### config.mk
export PLATFORM = sky130hd
export DESIGN_NAME = wb_exc_ctrl
export DESIGN_NICKNAME = d
export VERILOG_FILES = /design/src/rtl/wb_exc_ctrl_pkg.sv /design/src/rtl/wb_exc_ctrl_cp0_timer.sv /design/src/rtl/wb_exc_ctrl.sv
export SDC_FILE = /design/constraint.sdc
export NUM_CORES = 1
export LEC_CHECK = 0
export CAP_MARGIN = 0
export CELL_PAD_IN_SITES_DETAIL_PLACEMENT = 2
export CELL_PAD_IN_SITES_GLOBAL_PLACEMENT = 2
export CORE_MARGIN = 4
export CORE_UTILIZATION = 10
export CTS_CLUSTER_SIZE = 14
export DETAILED_ROUTE_END_ITERATION = 10
export HOLD_SLACK_MARGIN = 0.12
export PLACE_DENSITY = 0.84
export SLEW_MARGIN = 40
export SYNTH_ARGS = -nofsm -noshare
export SYNTH_HDL_FRONTEND = slang
export SYNTH_SLANG_ARGS = --single-unit
### constraint.sdc
create_clock -name clk -period 1.6 [get_ports clk]
set_clock_uncertainty 0.1 [all_clocks]
set_input_delay 0.16 -clock clk [delete_from_list [all_inputs] [get_ports clk]]
set_output_delay 0.16 -clock clk [all_outputs]
set_load 0.02 [all_outputs]
### src/rtl/wb_exc_ctrl_pkg.sv
// Shared definitions for the write-back exception/ERET commit controller:
// CP0 {rd,sel} register addresses, exception codes and FSM state encoding.
package wb_exc_ctrl_pkg;

  // CP0 register addresses as {rd[4:0], sel[2:0]}
  localparam logic [7:0] STATUS_ADDR  = 8'h60;  // rd=12, sel=0
  localparam logic [7:0] CAUSE_ADDR   = 8'h68;  // rd=13, sel=0
  localparam logic [7:0] EPC_ADDR     = 8'h70;  // rd=14, sel=0
  localparam logic [7:0] COUNT_ADDR   = 8'h48;  // rd=9,  sel=0
  localparam logic [7:0] COMPARE_ADDR = 8'h58;  // rd=11, sel=0

  // Exception codes
  localparam logic [4:0] EXC_INT  = 5'h00;
  localparam logic [4:0] EXC_ADEL = 5'h04;
  localparam logic [4:0] EXC_ADES = 5'h05;
  localparam logic [4:0] EXC_SYS  = 5'h08;
  localparam logic [4:0] EXC_BP   = 5'h09;
  localparam logic [4:0] EXC_RI   = 5'h0a;
  localparam logic [4:0] EXC_OV   = 5'h0c;

  // Controller state: IDLE evaluates WB, REDIR holds the PC redirect to IF
  typedef enum logic {
    ST_IDLE  = 1'b0,
    ST_REDIR = 1'b1
  } state_e;

endpackage

### src/rtl/wb_exc_ctrl_cp0_timer.sv
// CP0 Count/Compare timer. Count advances every second clock; a one-cycle
// match pulse is raised when Count equals Compare on a cycle Count updates.
// Only instantiated when WB_EXC_CP0_TIMER_EN is defined.
module cp0_timer
  import wb_exc_ctrl_pkg::*;
(
  input  logic        clk,
  input  logic        rst,
  input  logic        wr_en,
  input  logic [7:0]  wr_addr,
  input  logic [31:0] wr_data,
  output logic        count_eq_compare
);

  logic [31:0] count_q, count_d;
  logic [31:0] compare_q, compare_d;
  logic        tick_q, tick_d;
  logic        match_q, match_d;
  logic        count_upd;

  // Next timer state: software write to Count wins over the increment
  always_comb begin
    // NOTE: every always_comb output gets a default first so no path leaves
    // it unassigned, which would otherwise infer a latch.
    tick_d    = ~tick_q;
    count_d   = count_q;
    compare_d = compare_q;
    count_upd = tick_q;
    if (tick_q) begin
      count_d = count_q + 32'd1;  // wraps silently at FFFFFFFF
    end
    if (wr_en && (wr_addr == COUNT_ADDR)) begin
      count_d   = wr_data;
      count_upd = 1'b1;
    end
    if (wr_en && (wr_addr == COMPARE_ADDR)) begin
      compare_d = wr_data;
    end
    match_d = count_upd & (count_d == compare_d);
  end

  // Timer registers; everything clears so reset can never raise a match
  always_ff @(posedge clk) begin
    // NOTE: sequential state uses non-blocking assignments so every flop
    // samples its pre-edge inputs regardless of statement order.
    if (rst) begin
      count_q   <= '0;
      compare_q <= '0;
      tick_q    <= 1'b0;
      match_q   <= 1'b0;
    end else begin
      count_q   <= count_d;
      compare_q <= compare_d;
      tick_q    <= tick_d;
      match_q   <= match_d;
    end
  end

  assign count_eq_compare = match_q;

endmodule

### src/rtl/wb_exc_ctrl.sv
// Write-back exception/ERET commit controller sitting in front of CP0.
// Decides commit / trap / ERET for the retiring WB instruction, drives the
// CP0 strobes and a pipeline flush, and holds a PC redirect toward IF until
// it is accepted. Optional CP0 Count/Compare timer: WB_EXC_CP0_TIMER_EN.
module wb_exc_ctrl
  import wb_exc_ctrl_pkg::*;
#(
  parameter logic [31:0] EXC_VEC     = 32'hBFC00380,
  parameter logic [4:0]  INT_EXCCODE = 5'h00
) (
  input  logic        clk,
  input  logic        rst,
  input  logic        ws_valid,
  input  logic        ws_ex,
  input  logic [4:0]  ws_exccode,
  input  logic        ws_bd,
  input  logic [31:0] ws_pc,
  input  logic        ws_eret,
  input  logic        ws_mtc0,
  input  logic [7:0]  ws_cp0_addr,
  input  logic [31:0] ws_wdata,
  input  logic [31:0] cp0_status,
  input  logic [31:0] cp0_cause,
  input  logic [31:0] cp0_epc,
  input  logic        redirect_ready,
  output logic        wb_ex,
  output logic [4:0]  wb_exccode,
  output logic        wb_bd,
  output logic [31:0] wb_pc,
  output logic        eret_reflush,
  output logic        mtc0_we,
  output logic [7:0]  cp0_addr,
  output logic [31:0] cp0_wdata,
  output logic        count_eq_compare,
  output logic        ws_flush,
  output logic        ws_busy,
  output logic        redirect_valid,
  output logic [31:0] redirect_pc
);

  state_e      state_q, state_d;
  logic [31:0] redirect_pc_q, redirect_pc_d;
  logic        int_pend;
  logic        eval;
  logic        take_exc;
  logic        take_eret;
  logic        take_mtc0;

  // Only IE, EXL, IM and IP participate in interrupt detection
  logic unused_cp0_bits;
  assign unused_cp0_bits = ^{cp0_status[31:16], cp0_status[7:2],
                             cp0_cause[31:16], cp0_cause[7:0]};

  // Commit decision: interrupt > earlier-stage exception > ERET > MTC0
  always_comb begin
    int_pend  = cp0_status[0] & ~cp0_status[1] &
                (|(cp0_cause[15:8] & cp0_status[15:8]));
    eval      = (state_q == ST_IDLE) & ws_valid & ~rst;
    take_exc  = eval & (int_pend | ws_ex);
    take_eret = eval & ~(int_pend | ws_ex) & ws_eret;
    take_mtc0 = eval & ~(int_pend | ws_ex) & ~ws_eret & ws_mtc0;
  end

  // State and latched redirect target
  always_ff @(posedge clk) begin
    if (rst) begin
      state_q       <= ST_IDLE;
      redirect_pc_q <= '0;
    end else begin
      state_q       <= state_d;
      redirect_pc_q <= redirect_pc_d;
    end
  end

  // Next state: traps and ERET enter REDIR; the accepted handshake leaves it
  always_comb begin
    state_d       = state_q;
    redirect_pc_d = redirect_pc_q;
    case (state_q)
      ST_IDLE: begin
        if (take_exc) begin
          state_d       = ST_REDIR;
          redirect_pc_d = EXC_VEC;
        end else if (take_eret) begin
          state_d       = ST_REDIR;
          redirect_pc_d = cp0_epc;
        end
      end
      ST_REDIR: begin
        // redirect_valid is always high here, so ready alone completes it
        if (redirect_ready) begin
          state_d = ST_IDLE;
        end
      end
      default: state_d = ST_IDLE;
    endcase
  end

  // Outputs: all zero in reset; REDIR suppresses every commit strobe
  always_comb begin
    wb_ex          = 1'b0;
    wb_exccode     = '0;
    wb_bd          = 1'b0;
    wb_pc          = '0;
    eret_reflush   = 1'b0;
    mtc0_we        = 1'b0;
    cp0_addr       = '0;
    cp0_wdata      = '0;
    ws_flush       = 1'b0;
    ws_busy        = 1'b0;
    redirect_valid = 1'b0;
    redirect_pc    = '0;
    if (!rst) begin
      // CP0 qualifies these with mtc0_we, so they simply follow WB
      cp0_addr  = ws_cp0_addr;
      cp0_wdata = ws_wdata;
      if (state_q == ST_REDIR) begin
        redirect_valid = 1'b1;
        redirect_pc    = redirect_pc_q;
        ws_busy        = 1'b1;
        ws_flush       = 1'b1;  // keep wrong-path instructions from committing
      end else if (take_exc) begin
        wb_ex      = 1'b1;
        wb_exccode = int_pend ? INT_EXCCODE : ws_exccode;
        wb_bd      = ws_bd;
        wb_pc      = ws_pc;
        ws_flush   = 1'b1;
      end else if (take_eret) begin
        eret_reflush = 1'b1;
        ws_flush     = 1'b1;
      end else if (take_mtc0) begin
        mtc0_we = 1'b1;
      end
    end
  end

`ifdef WB_EXC_CP0_TIMER_EN
  logic timer_match;

  cp0_timer u_cp0_timer (
    .clk              (clk),
    .rst              (rst),
    .wr_en            (mtc0_we),
    .wr_addr          (ws_cp0_addr),
    .wr_data          (ws_wdata),
    .count_eq_compare (timer_match)
  );

  assign count_eq_compare = timer_match & ~rst;
`else
  assign count_eq_compare = 1'b0;
`endif

endmodule

# After elaboration in Yosys (flattened, before gate mapping)
# Cells that the tools add are included.
[word_totals]
register_bits = 33
input_bits = 181
word_cells = 56
[classes]
muxes = 35
bitwise_logic = 16
reduce_logical = 3
[ops]
columns = ["operator", "count"]
rows = [
  ["$mux W32", 8],
  ["$mux W1", 21],
  ["$mux W5", 4],
  ["$and A1 B1 Y1", 9],
  ["$and A8 B8 Y8", 1],
  ["$mux W8", 1],
  ["$reduce_or A8 Y1", 1],
  ["$not A1 Y1", 5],
  ["$pmux W1 S2", 1],
  ["$reduce_and A2 Y1", 1],
  ["$reduce_bool A2 Y1", 1],
  ["$or A1 B1 Y1", 1],
]

# Longest topological paths before layout
# Gate-level depths: netlist of the first run.
[depth]
word_depth = 13
depth_mapped = 7

# Worst setup path before layout of the first run
# OpenSTA, ideal clock, no wires.
[synth_path]
kind = "reg2out"
start = "reg state_q"
end = "out wb_pc[22]"
t_arrival_ps = 1430
setup_slack_ps = -90
stages_incl_launch_ff = 5
n_path_buf = 1
path_cell_list = "dfxtp_1 -> nor3b_4 -> o21a_1 -> clkbuf_1 -> and2_1"
[synth_via]
elab_chain_len = 7
[synth_lines]
columns = ["element", "line_no", "text"]
rows = [
  ["start: declaration", "wb_exc_ctrl.sv:41", "state_e state_q, state_d;"],
  ["start signal: assignment", "wb_exc_ctrl.sv:70", "state_q <= state_d;"],
  ["$not A1 Y1 (no source line)", "n/a", ""],
  ["$and A1 B1 Y1 (2 in a row)", "wb_exc_ctrl.sv:58", "eval = (state_q == ST_IDLE) & ws_valid & ~rst;"],
  ["$and A1 B1 Y1", "wb_exc_ctrl.sv:59", "take_exc = eval & (int_pend | ws_ex);"],
  ["$mux W32", "wb_exc_ctrl.sv:122", "end else if (take_exc) begin"],
  ["$mux W32 *", "wb_exc_ctrl.sv:117", "if (state_q == ST_REDIR) begin"],
  ["$mux W32 *", "wb_exc_ctrl.sv:113", "if (!rst) begin"],
  ["end: declaration", "wb_exc_ctrl.sv:29", "output logic [31:0] wb_pc,"],
]
# Every way passes the cells marked *; elsewhere a longest branch is shown, timed or not.

# Worst setup path in the final report of the first run
[layout_path]
start = "reg state_q"
end = "out eret_reflush"
[layout_via]
elab_chain_len = 9
word_cells_on_any_way = 10
[layout_lines]
columns = ["element", "line_no", "text"]
rows = [
  ["$not A1 Y1 (no source line)", "n/a", ""],
  ["$and A1 B1 Y1 (2 in a row)", "wb_exc_ctrl.sv:58", ""],
  ["$and A1 B1 Y1 (2 in a row)", "wb_exc_ctrl.sv:60", "take_eret = eval & ~(int_pend | ws_ex) & ws_eret;"],
  ["$mux W1", "wb_exc_ctrl.sv:128", "end else if (take_eret) begin"],
  ["$mux W1", "wb_exc_ctrl.sv:122", ""],
  ["$mux W1 *", "wb_exc_ctrl.sv:117", ""],
  ["$mux W1 *", "wb_exc_ctrl.sv:113", ""],
  ["end: declaration", "wb_exc_ctrl.sv:30", "output logic eret_reflush,"],
]
# Marked as above.

==> impl_metrics.yaml, run 1 <==
synthesis:
  syn-mean-instance-area_um2: 8.878
  yosysTopAreaCell: "dfxtp_1"
  synth_top_area_frac: 0.3398
  synth_area_leaders: "dfxtp_1 (34%), and2_1 (23%), nor2b_1 (13%)"
  syn-instance-count: 219
  ys_types: 29
  syn_nets: 400
  yosys_warnings: 0
  netlist_area_um2: 1944
  yosys_register_bits: 33
  yosysSeqAreaShare: 0.3398
critical_path:
  path_class: "flop to output port"
  critPathMaxFanout: 4
  r2r-start: "state_q"
  start_kind: "flop"
  cp_num_buf_inv: 3
  crit_top_cell: "buf_6"
  crit_chain: "nor3b_4, buf_6, nand2_1, or3_4, inv_6, buf_6"
  worstSetupStartpoint: "state_q"
  critPathSlowestCell: "or3_4"
  crit_family: "simple AND/OR/NAND/NOR gates"
  required_ps: 1340
  cp-end-kind: "output port"
  crit_arrival_ps: 1630
  cp_slowest_stage_delay_ps: 390
timing:
  tns_ps: -17810
  slew_violations: 0
  setup_viol: 108
  hold_viol: 0
  finalCritPeriodShare: 1.179
  rsz0062_at_grt: "yes"
  fin_crit_ps: 1886
  setup_slack_ps: -286.3
  holdWs_ps: 327.1
  fmax_ghz: 0.5301
status:
  run_status: "finished, violations left"
  violations: "negative setup slack"
routing:
  drt_iter0_drc: 49
  wirelength_um: 13490
  vias: 2772
  dr.pass1.iters: 4
  antenna_left: 0
  drc: 0
  wire_per_inst_um: 17.84
  viasPerCell: 3.667
clocking:
  clock_tree.buffer_depth: 2
  cts_made_buffers: 5
  cts_max_level: 2
  cts_tree: "yes"
  insertion_delay_ps: 270
  clk_transition_reported_paths_ps: 60
  cts_root_buffer: "clkbuf_16"
  cts_hold_repair.buffers: 0
  cts_num_sinks: 33
finish:
  area_delta_synth_final_pct: 190.5
  drive_gt1_frac: 0.4294
  fin_cells: 756
  antennaDiodeCount: 0
  final_util: 0.2989
  design_area_um2: 5648
  layout_commonest_cell: "clkdlybuf4s50_1"
  layout_common_cells: "clkdlybuf4s50_1 (114), buf_6 (96), and2_4 (68)"
  nets: 676
die:
  die_w_um: 147.4
  die_area_um2: 21740
  coreArea_um2: 18890
  ioPinCount: 298
  initial_core_util: 0.1029
  rows: 50
  dieHeight_um: 147.4
placement:
  placed_area_um2: 4807
  portBuffers: 250
  hpwl_um: 10070
  globalplace.congestion: 0.7801
  dp_slack_ps: -1039
  dpl.cell_count: 725
global_routing:
  grt_util_all_layers: 0.1167
  grt_pass1_vias: 3361
  antenna_found_initial: 0
  grt.overflow.total: 0
  grt_max_degree: 45
  grt_pass1_wl_um: 19850
power_and_ir_drop:
  vdd_drop_max_v: 0.0003120
  finalPower_mw: 3.158
  p_leak_nw: 2.492
  switching_power_mw: 0.8363
  seq_power_share: 0.283
  p_per_area_nw_per_um2: 559.1
  p_int_mw: 2.321
  sw_frac_of_total: 0.2648
  p_comb_frac: 0.359
  p_clk_frac: 0.358
run:
  maxCapViolations: 0
worst_hold_path:
  min-delay-path-class: "primary input to flop"
  holdCritStartpoint: "redirect_ready"
-- final cells by class --
| cell class | instances | area, um2 |
|---|---|---|
| clock buffers | 7 | 142.6 |
| clock inverters | 1 | 30.03 |
| fillers | 2122 | 13250 |
| inverters | 2 | 12.51 |
| multi-input cells | 164 | 1434 |
| flip-flops and latches | 33 | 664.4 |
| well taps | 260 | 325.3 |
| repair buffers | 289 | 3039 |
-- flip-flops by register name, indices dropped and copies added, names as in the netlist --
register       cells
redirect_pc_q     32
state_q            1
-- cell usage after synthesis --
cell / count
conb_1: 1
nor2_1: 1
clkbuf_1: 13
o211a_1: 1
or4_1: 1
or3_1: 1
buf_4: 2
a2bb2oi_1: 1
nand2_1: 3
nor2b_1: 41
nand2b_1: 1
dfxtp_1: 33
nor4_1: 1
o221a_2: 1
buf_6: 4
inv_1: 1
buf_2: 1
a22oi_1: 4
or2_1: 1
a22o_1: 20
o221a_1: 10
and2_1: 70
o31a_1: 1
a41oi_2: 1
or3_4: 1
o21a_1: 1
o22ai_1: 1
nor3b_4: 1
inv_2: 1
-- power by group through the flow --
stage / Sequential (mW) / Clock [mW] / Combinational (mW)
2_1_floorplan: 0.898 / 0 / 0.346
3_3_place_gp: 0.905 / 0 / 0.957
3_5_place_dp: 0.907 / 0 / 0.984
4_1_cts: 0.892 / 1.19 / 1.12
5_1_grt: 0.898 / 1.23 / 1.21
6_report: 0.893 / 1.13 / 1.13
-- worst reg2reg max path: cells and delay by family (launching register included) --
family | cells | cell delay (ps)
AND/OR/NAND/NOR | 3 | 650
buffers and inverters | 4 | 510
flip-flops | 1 | 350
AO/OA/AOI/OAI | 1 | 140
-- worst paths after layout --
check | to | slack [ps] | cells after the start
min reg2reg | redirect_pc_q[0] | 370 | 1
min | state_q | 330 | 2
max | eret_reflush | -290 | 6
max reg2reg | redirect_pc_q[1] | -210 | 8
-- logic make-up after synthesis --
logic type      share of synthesized area
simple gates                       0.3970
compound gates                     0.1989
flops                              0.3398
buf+inv                           0.06241
other cells                      0.001929
-- metal layers --
metal,routed length [um],track usage,vias up
li1,-,-,1295
met1,4634,0.1159,1325
met2,7621,0.2346,144
met3,1092,0.03924,8
met4,137,0.02237,0
met5,0,0,-
-- what timing repair did --
item                                    in CTS  in global routing
resized for setup                          612                 47
buffers inserted                            16                  5
pin swaps                                   16                 19
cloned                                       5                  3
endpoints found under the setup margin     149                109
(Power assumes the default switching activity.)
==> run 2, diff against run 1 <==
CELL_PAD_IN_SITES_DETAIL_PLACEMENT = 1   (was 2)
CELL_PAD_IN_SITES_GLOBAL_PLACEMENT = 1   (was 2)
CORE_UTILIZATION = 12   (was 10)
CTS_CLUSTER_SIZE = 40   (was 14)
PLACE_DENSITY = 0.73   (was 0.84)
==> run 2 against run 1 <==
Against the previous run:
- the run still ends with negative setup slack left
- via count is the same
- fmax shrank 3.9%
- utilization grew 6.2 points
- sequential share of layout area shrank 0.19 points
- global-route usage grew 1.3 points
- register-to-register slack lost 70 ps
- combinational power grew 7%
- worst setup slack lost 76 ps
- critical endpoint is now wb_pc[13]
==> impl_metrics.yaml, run 2 (synthesized netlist as in run 1, its figures left out) <==
power_and_ir_drop:
  vdd_drop_max_v: 0.0003275
  p_comb_frac: 0.396
  p_clk_frac: 0.311
  switching_power_mw: 0.8286
  p_leak_nw: 2.548
  p_int_mw: 2.219
  p_per_area_nw_per_um2: 530.8
  sw_frac_of_total: 0.2719
  seq_power_share: 0.293
global_routing:
  antenna_found_initial: 0
  grt_pass1_vias: 3171
  grt_max_degree: 44
  grt_util_all_layers: 0.1293
  grt.overflow.total: 0
  grt_pass1_wl_um: 18440
clocking:
  cts_num_sinks: 33
  cts_hold_repair.buffers: 0
  clock_tree.buffer_depth: 2
  cts_max_level: 2
  cts_root_buffer: "clkbuf_16"
  clk_transition_reported_paths_ps: 50
  insertion_delay_ps: 280
  cts_tree: "yes"
  cts_made_buffers: 5
timing:
  hold_viol: 0
  setup_viol: 106
  fin_crit_ps: 1962
  finalCritPeriodShare: 1.226
  rsz0062_at_grt: "yes"
  holdWs_ps: 376.5
  fmax_ghz: 0.5097
  slew_violations: 0
  setup_slack_ps: -362.1
routing:
  vias: 2772
  wire_per_inst_um: 17.48
  antenna_left: 0
  drc: 0
  viasPerCell: 3.823
  drt_iter0_drc: 41
  dr.pass1.iters: 4
  wirelength_um: 12670
critical_path:
  critPathMaxFanout: 5
  worstSetupStartpoint: "state_q"
  cp_num_buf_inv: 5
  cp.depth: 8
  path_class: "flop to output port"
  r2r-start: "state_q"
  crit_top_cell: "buf_6"
  critPathSlowestCell: "dfxtp_4"
  cp_slowest_stage_delay_ps: 350
  crit_end: "wb_pc[13]"
  rr_worst_depth: 8
  cp-end-kind: "output port"
  required_ps: 1340
  crit_family: "buffers and inverters"
  timing.rr.end: "redirect_pc_q[28]"
  rrSetupSlack_ps: -280
  crit_arrival_ps: 1700
  crit_chain: "nor3b_4, buf_4, o21a_4, buf_12, buf_16, buf_6, and2_4, buf_6"
  start_kind: "flop"
placement:
  portBuffers: 250
  globalplace.congestion: 0.7946
  hpwl_um: 9181
die:
  ioPinCount: 298
  rows: 46
  die_w_um: 135.3
  die_area_um2: 18300
  coreArea_um2: 15890
  dieHeight_um: 135.3
  initial_core_util: 0.1224
finish:
  top_register: "redirect_pc_q"
  layout_commonest_cell: "clkdlybuf4s50_1"
  nets: 690
  largest_reg_flops: 32
  antennaDiodeCount: 0
  layout_common_cells: "clkdlybuf4s50_1 (114), buf_6 (97), and2_4 (65)"
  largestRegisters: "redirect_pc_q (32), state_q (1)"
  area_delta_synth_final_pct: 195.2
  final_util: 0.3614
  drive_gt1_frac: 0.4774
  nFillCells: 1803
status:
  violations: "negative setup slack"
  run_status: "finished, violations left"
run:
  maxCapViolations: 0
worst_hold_path:
  min-delay-path-class: "flop to flop"
-- run 2: cell count changes in the layout (fill, tap and decap cells not counted), sizes merged --
cell           change
buf               +27
bufinv             -1
clkbuf             +7
clkdlybuf4s15      -1
dlygate4sd2       -19
-- run 2: layer usage --
metal  vias to the layer above  routed length [um]  part of all wire  track usage
li1                       1326                   -                 -            -
met1                      1292                4508              0.36       0.1387
met2                       145                6866              0.54       0.2450
met3                         9                1211             0.096      0.04792
met4                         0                  87            0.0069      0.02072
met5                         -                   0                 0            0
-- run 2: timing repair --
action                                  4_1_cts  5_1_grt
endpoints found under the setup margin      149      126
buffers inserted                             22       13
pin swaps                                    30       42
gates cloned                                  9        3
resized for setup                           634       86
-- run 2: power groups by stage --
stage          registers (mW)  logic (mW)  clock network (mW)
2_1_floorplan           0.898       0.346                   0
3_3_place_gp            0.904       0.954                   0
3_5_place_dp            0.907       0.972                   0
4_1_cts                 0.893        1.17               0.993
5_1_grt                 0.898        1.28                1.01
6_report                0.894        1.21               0.946
-- run 2: cell type report --
| type | instances | area [um2] | share of cell area |
|---|---|---|---|
| multi-input cells | 164 | 1424 | 0.2480 |
| well taps | 216 | 270.3 | 0.04708 |
| clock buffers | 7 | 142.6 | 0.02485 |
| flip-flops and latches | 33 | 664.4 | 0.1157 |
| inverters | 2 | 10.01 | 0.001744 |
| repair buffers | 303 | 3229 | 0.5626 |
-- run 2: worst min path at each step --
stage	from	to	slack, ps	depth (start not counted)
5_1_grt	redirect_ready	state_q	390	2
4_1_cts	redirect_ready	state_q	370	2
3_5_place_dp	redirect_pc_q[0]	redirect_pc_q[0]	350	1
6_report	redirect_pc_q[11]	redirect_pc_q[11]	380	1
3_3_place_gp	redirect_pc_q[12]	redirect_pc_q[12]	350	1
2_1_floorplan	redirect_ready	state_q	150	1
-- run 2: stage by stage --
step           setup slack (ps)  total power [mW]  instance area (um2)  TNS (ps)  instances
2_1_floorplan             9.027             1.244                 1947         0        219
3_3_place_gp             -955.5             1.858                 4755    -95370        679
3_5_place_dp             -981.7             1.879                 4755    -99990        679
4_1_cts                  -398.8             3.056                 5548    -25120        717
5_1_grt                  -463.1             3.193                 5741    -31270        725
6_report                 -362.1             3.047                 5741    -21770        725
